--- src/rtl/rr_sel_pkg.sv ---
// rr_sel_pkg -- shared types and constants for the round-robin select arbiter.
//   state_t       : arbiter FSM states (IDLE, BUSY)
//   SEL_W         : width of the mux select index
//   NUM_CH        : number of requesting channels
//   BURST_LEN_DEF : default beats per grant
//   idx_to_onehot : converts a channel index to a one-hot grant vector
package rr_sel_pkg;

  localparam int SEL_W         = 2;
  localparam int NUM_CH        = 4;
  localparam int BURST_LEN_DEF = 4;

  typedef enum logic {
    IDLE = 1'b0,
    BUSY = 1'b1
  } state_t;

  function automatic logic [NUM_CH-1:0] idx_to_onehot(input logic [SEL_W-1:0] idx);
    return NUM_CH'(1) << idx;
  endfunction

endpackage

--- src/rtl/rr_sel_pick.sv ---
// rr_sel_pick -- combinational next-channel finder.
//   req   [3:0] : per-channel requests
//   ptr   [1:0] : last granted index; the search starts at ptr+1 and ptr itself is tried last
//   prio0       : when set, channel 0 wins whenever it requests
//   idx   [1:0] : chosen channel index (ptr when nothing is found)
//   found       : at least one request was present
module rr_sel_pick
  import rr_sel_pkg::*;
(
  input  logic [NUM_CH-1:0] req,
  input  logic [SEL_W-1:0]  ptr,
  input  logic              prio0,
  output logic [SEL_W-1:0]  idx,
  output logic              found
);

  logic [SEL_W-1:0] cand;

  always_comb begin
    idx   = ptr;
    found = 1'b0;
    cand  = ptr;
    // Walk from the farthest candidate (ptr itself) to the nearest (ptr+1),
    // so the nearest requesting channel is the one left standing.
    for (int k = NUM_CH; k >= 1; k--) begin
      cand = ptr + SEL_W'(k);
      if (req[cand]) begin
        idx   = cand;
        found = 1'b1;
      end
    end
    if (prio0 && req[0]) begin
      idx   = '0;
      found = 1'b1;
    end
  end

endmodule

--- src/rtl/rr_sel_arbiter.sv ---
// rr_sel_arbiter -- round-robin burst arbiter driving the select lines of a 4:1 mux.
//   clk        : rising-edge clock
//   rst        : asynchronous active-high reset
//   req  [3:0] : per-channel request
//   ready      : downstream accepts the current beat
//   s0, s1     : registered mux select (LSB, MSB)
//   grant[3:0] : registered one-hot grant, zero when idle
//   valid      : registered, selected mux output carries a live beat
// Parameter BURST_LEN (1..16) sets the beats per grant.
// Build option: define RR_SEL_PRIO0_EN to give channel 0 absolute priority at
// every arbitration decision (running bursts are never preempted); otherwise
// arbitration is pure round-robin.
module rr_sel_arbiter
  import rr_sel_pkg::*;
#(
  parameter int BURST_LEN = BURST_LEN_DEF
) (
  input  logic              clk,
  input  logic              rst,
  input  logic [NUM_CH-1:0] req,
  input  logic              ready,
  output logic              s0,
  output logic              s1,
  output logic [NUM_CH-1:0] grant,
  output logic              valid
);

`ifdef RR_SEL_PRIO0_EN
  localparam logic PRIO0 = 1'b1;
`else
  localparam logic PRIO0 = 1'b0;
`endif

  localparam logic [3:0] LAST_BEAT = 4'(BURST_LEN - 1);

  state_t            state, state_n;
  logic [SEL_W-1:0]  ptr, ptr_n;
  logic [3:0]        cnt, cnt_n;
  logic [NUM_CH-1:0] grant_r, grant_n;
  logic [SEL_W-1:0]  sel_r, sel_n;
  logic              valid_r, valid_n;

  logic [SEL_W-1:0]  pick_idx;
  logic              pick_found;
  logic              accept;
  logic              last_accept;
  logic              owner_live;

  rr_sel_pick u_pick (
    .req   (req),
    .ptr   (ptr),
    .prio0 (PRIO0),
    .idx   (pick_idx),
    .found (pick_found)
  );

  assign accept      = valid_r & ready;
  assign last_accept = accept && (cnt == LAST_BEAT);
  assign owner_live  = |(req & grant_r);

  always_comb begin
    state_n = state;
    ptr_n   = ptr;
    cnt_n   = cnt;
    grant_n = grant_r;
    sel_n   = sel_r;
    valid_n = valid_r;
    case (state)
      IDLE: begin
        valid_n = 1'b0;
        grant_n = '0;
        if (pick_found) begin
          state_n = BUSY;
          grant_n = idx_to_onehot(pick_idx);
          sel_n   = pick_idx;
          valid_n = 1'b1;
          cnt_n   = '0;
          ptr_n   = pick_idx;
        end
      end
      BUSY: begin
        if (last_accept) begin
          // Burst complete: hand over back-to-back; ptr already holds the
          // current owner, so it is considered last.
          if (pick_found) begin
            grant_n = idx_to_onehot(pick_idx);
            sel_n   = pick_idx;
            valid_n = 1'b1;
            cnt_n   = '0;
            ptr_n   = pick_idx;
          end else begin
            state_n = IDLE;
            grant_n = '0;
            valid_n = 1'b0;
            cnt_n   = '0;
          end
        end else if (!owner_live) begin
          // Owner withdrew: abandon the burst, keep ptr, still count a beat
          // taken on this edge.
          state_n = IDLE;
          grant_n = '0;
          valid_n = 1'b0;
          if (accept) cnt_n = cnt + 4'd1;
        end else if (accept) begin
          cnt_n = cnt + 4'd1;
        end
      end
      default: begin
        state_n = IDLE;
        grant_n = '0;
        valid_n = 1'b0;
      end
    endcase
  end

  always_ff @(posedge clk or posedge rst) begin
    if (rst) begin
      state   <= IDLE;
      ptr     <= SEL_W'(NUM_CH - 1);
      cnt     <= '0;
      grant_r <= '0;
      sel_r   <= '0;
      valid_r <= 1'b0;
    end else begin
      state   <= state_n;
      ptr     <= ptr_n;
      cnt     <= cnt_n;
      grant_r <= grant_n;
      sel_r   <= sel_n;
      valid_r <= valid_n;
    end
  end

  assign s0    = sel_r[0];
  assign s1    = sel_r[1];
  assign grant = grant_r;
  assign valid = valid_r;

endmodule

--- config.mk ---
export PLATFORM = sky130hd
export DESIGN_NAME = rr_sel_arbiter
export DESIGN_NICKNAME = d
export VERILOG_FILES = /design/src/rtl/rr_sel_pkg.sv /design/src/rtl/rr_sel_pick.sv /design/src/rtl/rr_sel_arbiter.sv
export SDC_FILE = /design/constraint.sdc
export NUM_CORES = 1
export LEC_CHECK = 0
export BUFFER_PORTS_ARGS = -buffer_cell sky130_fd_sc_hd__buf_4
export CAP_MARGIN = 30
export CORE_MARGIN = 3
export CORE_UTILIZATION = 40
export CTS_BUF_LIST = sky130_fd_sc_hd__clkbuf_8
export CTS_CLUSTER_DIAMETER = 30
export DETAILED_ROUTE_END_ITERATION = 16
export SYNTH_ARGS = -nofsm -noshare
export SYNTH_HDL_FRONTEND = slang
export SYNTH_SLANG_ARGS = --single-unit
--- constraint.sdc ---
create_clock -name clk -period 3.6 [get_ports clk]
set_clock_uncertainty 0.15 [all_clocks]
set_input_delay 0.18 -clock clk [delete_from_list [all_inputs] [get_ports clk]]
set_output_delay 0.18 -clock clk [all_outputs]
set_load 0.02 [all_outputs]
==> results.sh <==
export IMPL_report_final_hold_viol_count=0
export IMPL_tritoncts="done"
export IMPL_grt_antenna_before_repair=0
export IMPL_final_max_tran_viols=0
export IMPL_tcrit_tclk_final=0.507
export IMPL_longest_clk_path_bufs=2
export IMPL_route_vias_total=597
export IMPL_critical_path_class="reg -> reg"
export IMPL_worst_endpoint_arrival_ns=1.80
export IMPL_final_period_minus_worst_setup_slack_ns=1.82
export IMPL_cts_max_level=1
export IMPL_groute_layer_met2_usage=0.222
export IMPL_drt_iter0_markers=18
export IMPL_min_path_cells=3
export IMPL_cts_buffers_inserted=3
export IMPL_io_buffers=13
export IMPL_avgViaCountPerCell=5.38
export IMPL_worst_hold_path_endpoint="cnt[2]"
export IMPL_fp_dieArea_um2=2490
export IMPL_synth_cell_types=31
export IMPL_vdd_drop_max_mv=0.479
export IMPL_synth_edf_count=0
export IMPL_worst_hold_path_type="in -> reg"
export IMPL_antennaDiodeCount=0
export IMPL_grt_start_max_net_pins=15
export IMPL_drt_wirelength_per_cell_um=13.6
export IMPL_post_synthesis_cells=69
export IMPL_nFillCells=177
export IMPL_synth_area_per_cell_um2=11.2
export IMPL_finalWirelength_um=1510
export IMPL_initial_core_util=0.437
export IMPL_holdBufCountCts=1
export IMPL_max_cap_viol_count=0
export IMPL_cts_resized_gates=0
export IMPL_yosys_area_top_type_share=0.390
export IMPL_gr_max_usage_layer="met2"
export IMPL_cts_sinks=14
export IMPL_die_y_um=49.9
export IMPL_final_antenna_net_count=0
export IMPL_cell_count_of_the_worst_reg_to_reg_path=5
export IMPL_rsz0062_at_grt="false"
export IMPL_async_reset_ff_frac=1.00
export IMPL_post_route_cells_drive_above_1_share=0.291
export IMPL_postSynth_topFlopCell="dfrtp_1"
export IMPL_clock_root_buffer="clkbuf_8"
export IMPL_synthToLayoutAreaGrowth_pct=22.4
export IMPL_hold_worst_slack_ns=0.119
export IMPL_io_pin_count=14
export IMPL_gp_congestion=0.792
export IMPL_reg2reg_from="cnt[1]"
export IMPL_drt_drc_violations_left=0
export IMPL_power_density_nw_per_um2=844
export IMPL_required_time_of_the_critical_path_ns=3.58
export IMPL_seq_area_frac_synth=0.458
export IMPL_post_synth_instance_area_um2=771
export IMPL_clkTransAtPathRegs_ns=0.06
export IMPL_place_detailed_hpwl_um=1160
export IMPL_worst_hold_start="ready"
export IMPL_r2r_end="sel_r[0]"
export IMPL_start_kind="flop"
export IMPL_layout_nets=95
export IMPL_total_power_uw=796
export IMPL_grt_pass1_wl_um=2660
export IMPL_worst_slew_pin_slew_ns=0.527
export IMPL_first_pass_iters=4
export IMPL_cts_setup_buffers=0
export IMPL_synth_top_cells_by_area="dfrtp_1 39%, dfstp_2 6.8%, mux2i_1 5.2%, mux2_4 3.9%, nand2b_1 3.2%"
export IMPL_use_met1=0.180
export IMPL_core_area_um2=1760
export IMPL_timing_reg2reg_setup_slack_ns=1.78
export IMPL_result_of_the_run="finished, final reports clean"
export IMPL_clock_latency_ns=0.25
export IMPL_fmaxAchievable_mhz=548
export IMPL_static_leakage_power_nw=0.445
export IMPL_cp_max_fo=7
export IMPL_crit_path_end_kind="flop"
export IMPL_grt_util_all_layers=0.140
export IMPL_grt_met3_usage=0.0302
export IMPL_maxSlewHeadroom=0.648
export IMPL_post_synthesis_sequential_element_count=14
export IMPL_die_w_um=49.9
export IMPL_num_rows=15
export IMPL_grt_ovfl_total=0
export IMPL_synth_warnings=0
export IMPL_mappedNetlistNets=77
export IMPL_synth_largest_area_cell="dfrtp_1"
export IMPL_setup_violations=0
export IMPL_setup_tns_ns=0
export IMPL_grt_pass1_vias=606
[how the worst max path moves through the flow]
stage               startpoint  endpoint  cells past startpoint
finish                  cnt[1]  sel_r[0]                      5
global route            cnt[0]  grant[2]                      5
CTS                     cnt[1]  sel_r[0]                      5
detailed placement      cnt[0]  sel_r[0]                      5
global placement        cnt[0]  sel_r[0]                      5
floorplan               cnt[0]  sel_r[0]                      6
[per-layer routing]
metal  share of wire  vias up
li1                -      290
met1            0.47      289
met2            0.46       14
met3           0.050        4
met4           0.018        0
met5               0        -
[registers in the layout, summed over array words and instances, names as in the netlist]
register  cells
grant         4
sel_r         2
cnt           4
state         1
valid         1
ptr           2
[power breakdown]
group	leakage (nW)	internal, mW	switching, mW
clock network	0.0269	0.0755	0.0567
logic	0.242	0.174	0.192
registers	0.176	0.234	0.0646
total	0.445	0.483	0.313
[kinds of logic after synthesis]
logic type,synth area share
AOI/OAI and AO/OA,0.218
DFF,0.458
adders and majority gates,0.0162
muxes,0.0909
buffers and inverters,0.0438
and+or+nand+nor,0.174
[area by class of cell]
class                   instances  area [um2]  area share
flip-flops and latches         14         353       0.374
clock inverters                 1        3.75     0.00398
clock buffers                   3        41.3      0.0438
repair buffers                 14         108       0.114
multi-input cells              48         384       0.407
inverters                       6        22.5      0.0239
well taps                      25        31.3      0.0332
[per-stage QoR]
step,worst slack [ns],area [um2],instances,utilization
after floorplan,1.80,771,69,-
after global placement,1.81,888,106,0.504
after detailed placement,1.79,888,106,0.504
after CTS,1.78,943,111,0.535
after global routing,1.63,943,111,0.535
final,1.78,943,111,0.535
[Yosys cell counts, types with 2 or more instances]
master,count
inv_1,6
o31ai_1,3
a21o_1,2
a22oi_1,2
a32o_1,2
nand3_1,2
nand2b_1,4
o21ai_0,2
mux2i_1,4
mux2_4,2
dfstp_2,2
o211ai_1,2
dfrtp_1,12
nand2_1,5
o21ai_1,3
[critical path, stage by stage, from the launching register on]
cell     delay, ns
dfrtp_1       0.38
ha_1          0.18
and4b_4       0.26
a21o_1        0.15
nor2b_4       0.26
mux2_4        0.32
[cells in the final DEF (no fill, tap or decap), types with 2 or more instances in the layout]
master and count:
nand2_1 5, mux2_4 2, inv_1 7, o211ai_1 2
dfrtp_1 12, nand3_1 2, o21ai_0 2, o21ai_1 3
o31ai_1 3, a21o_1 2, buf_4 13, dfstp_2 2
clkbuf_8 3, a22oi_1 2, nand2b_1 4, mux2i_1 4
a32o_1 2
No activity file was read; power rests on OpenSTA's default activity.
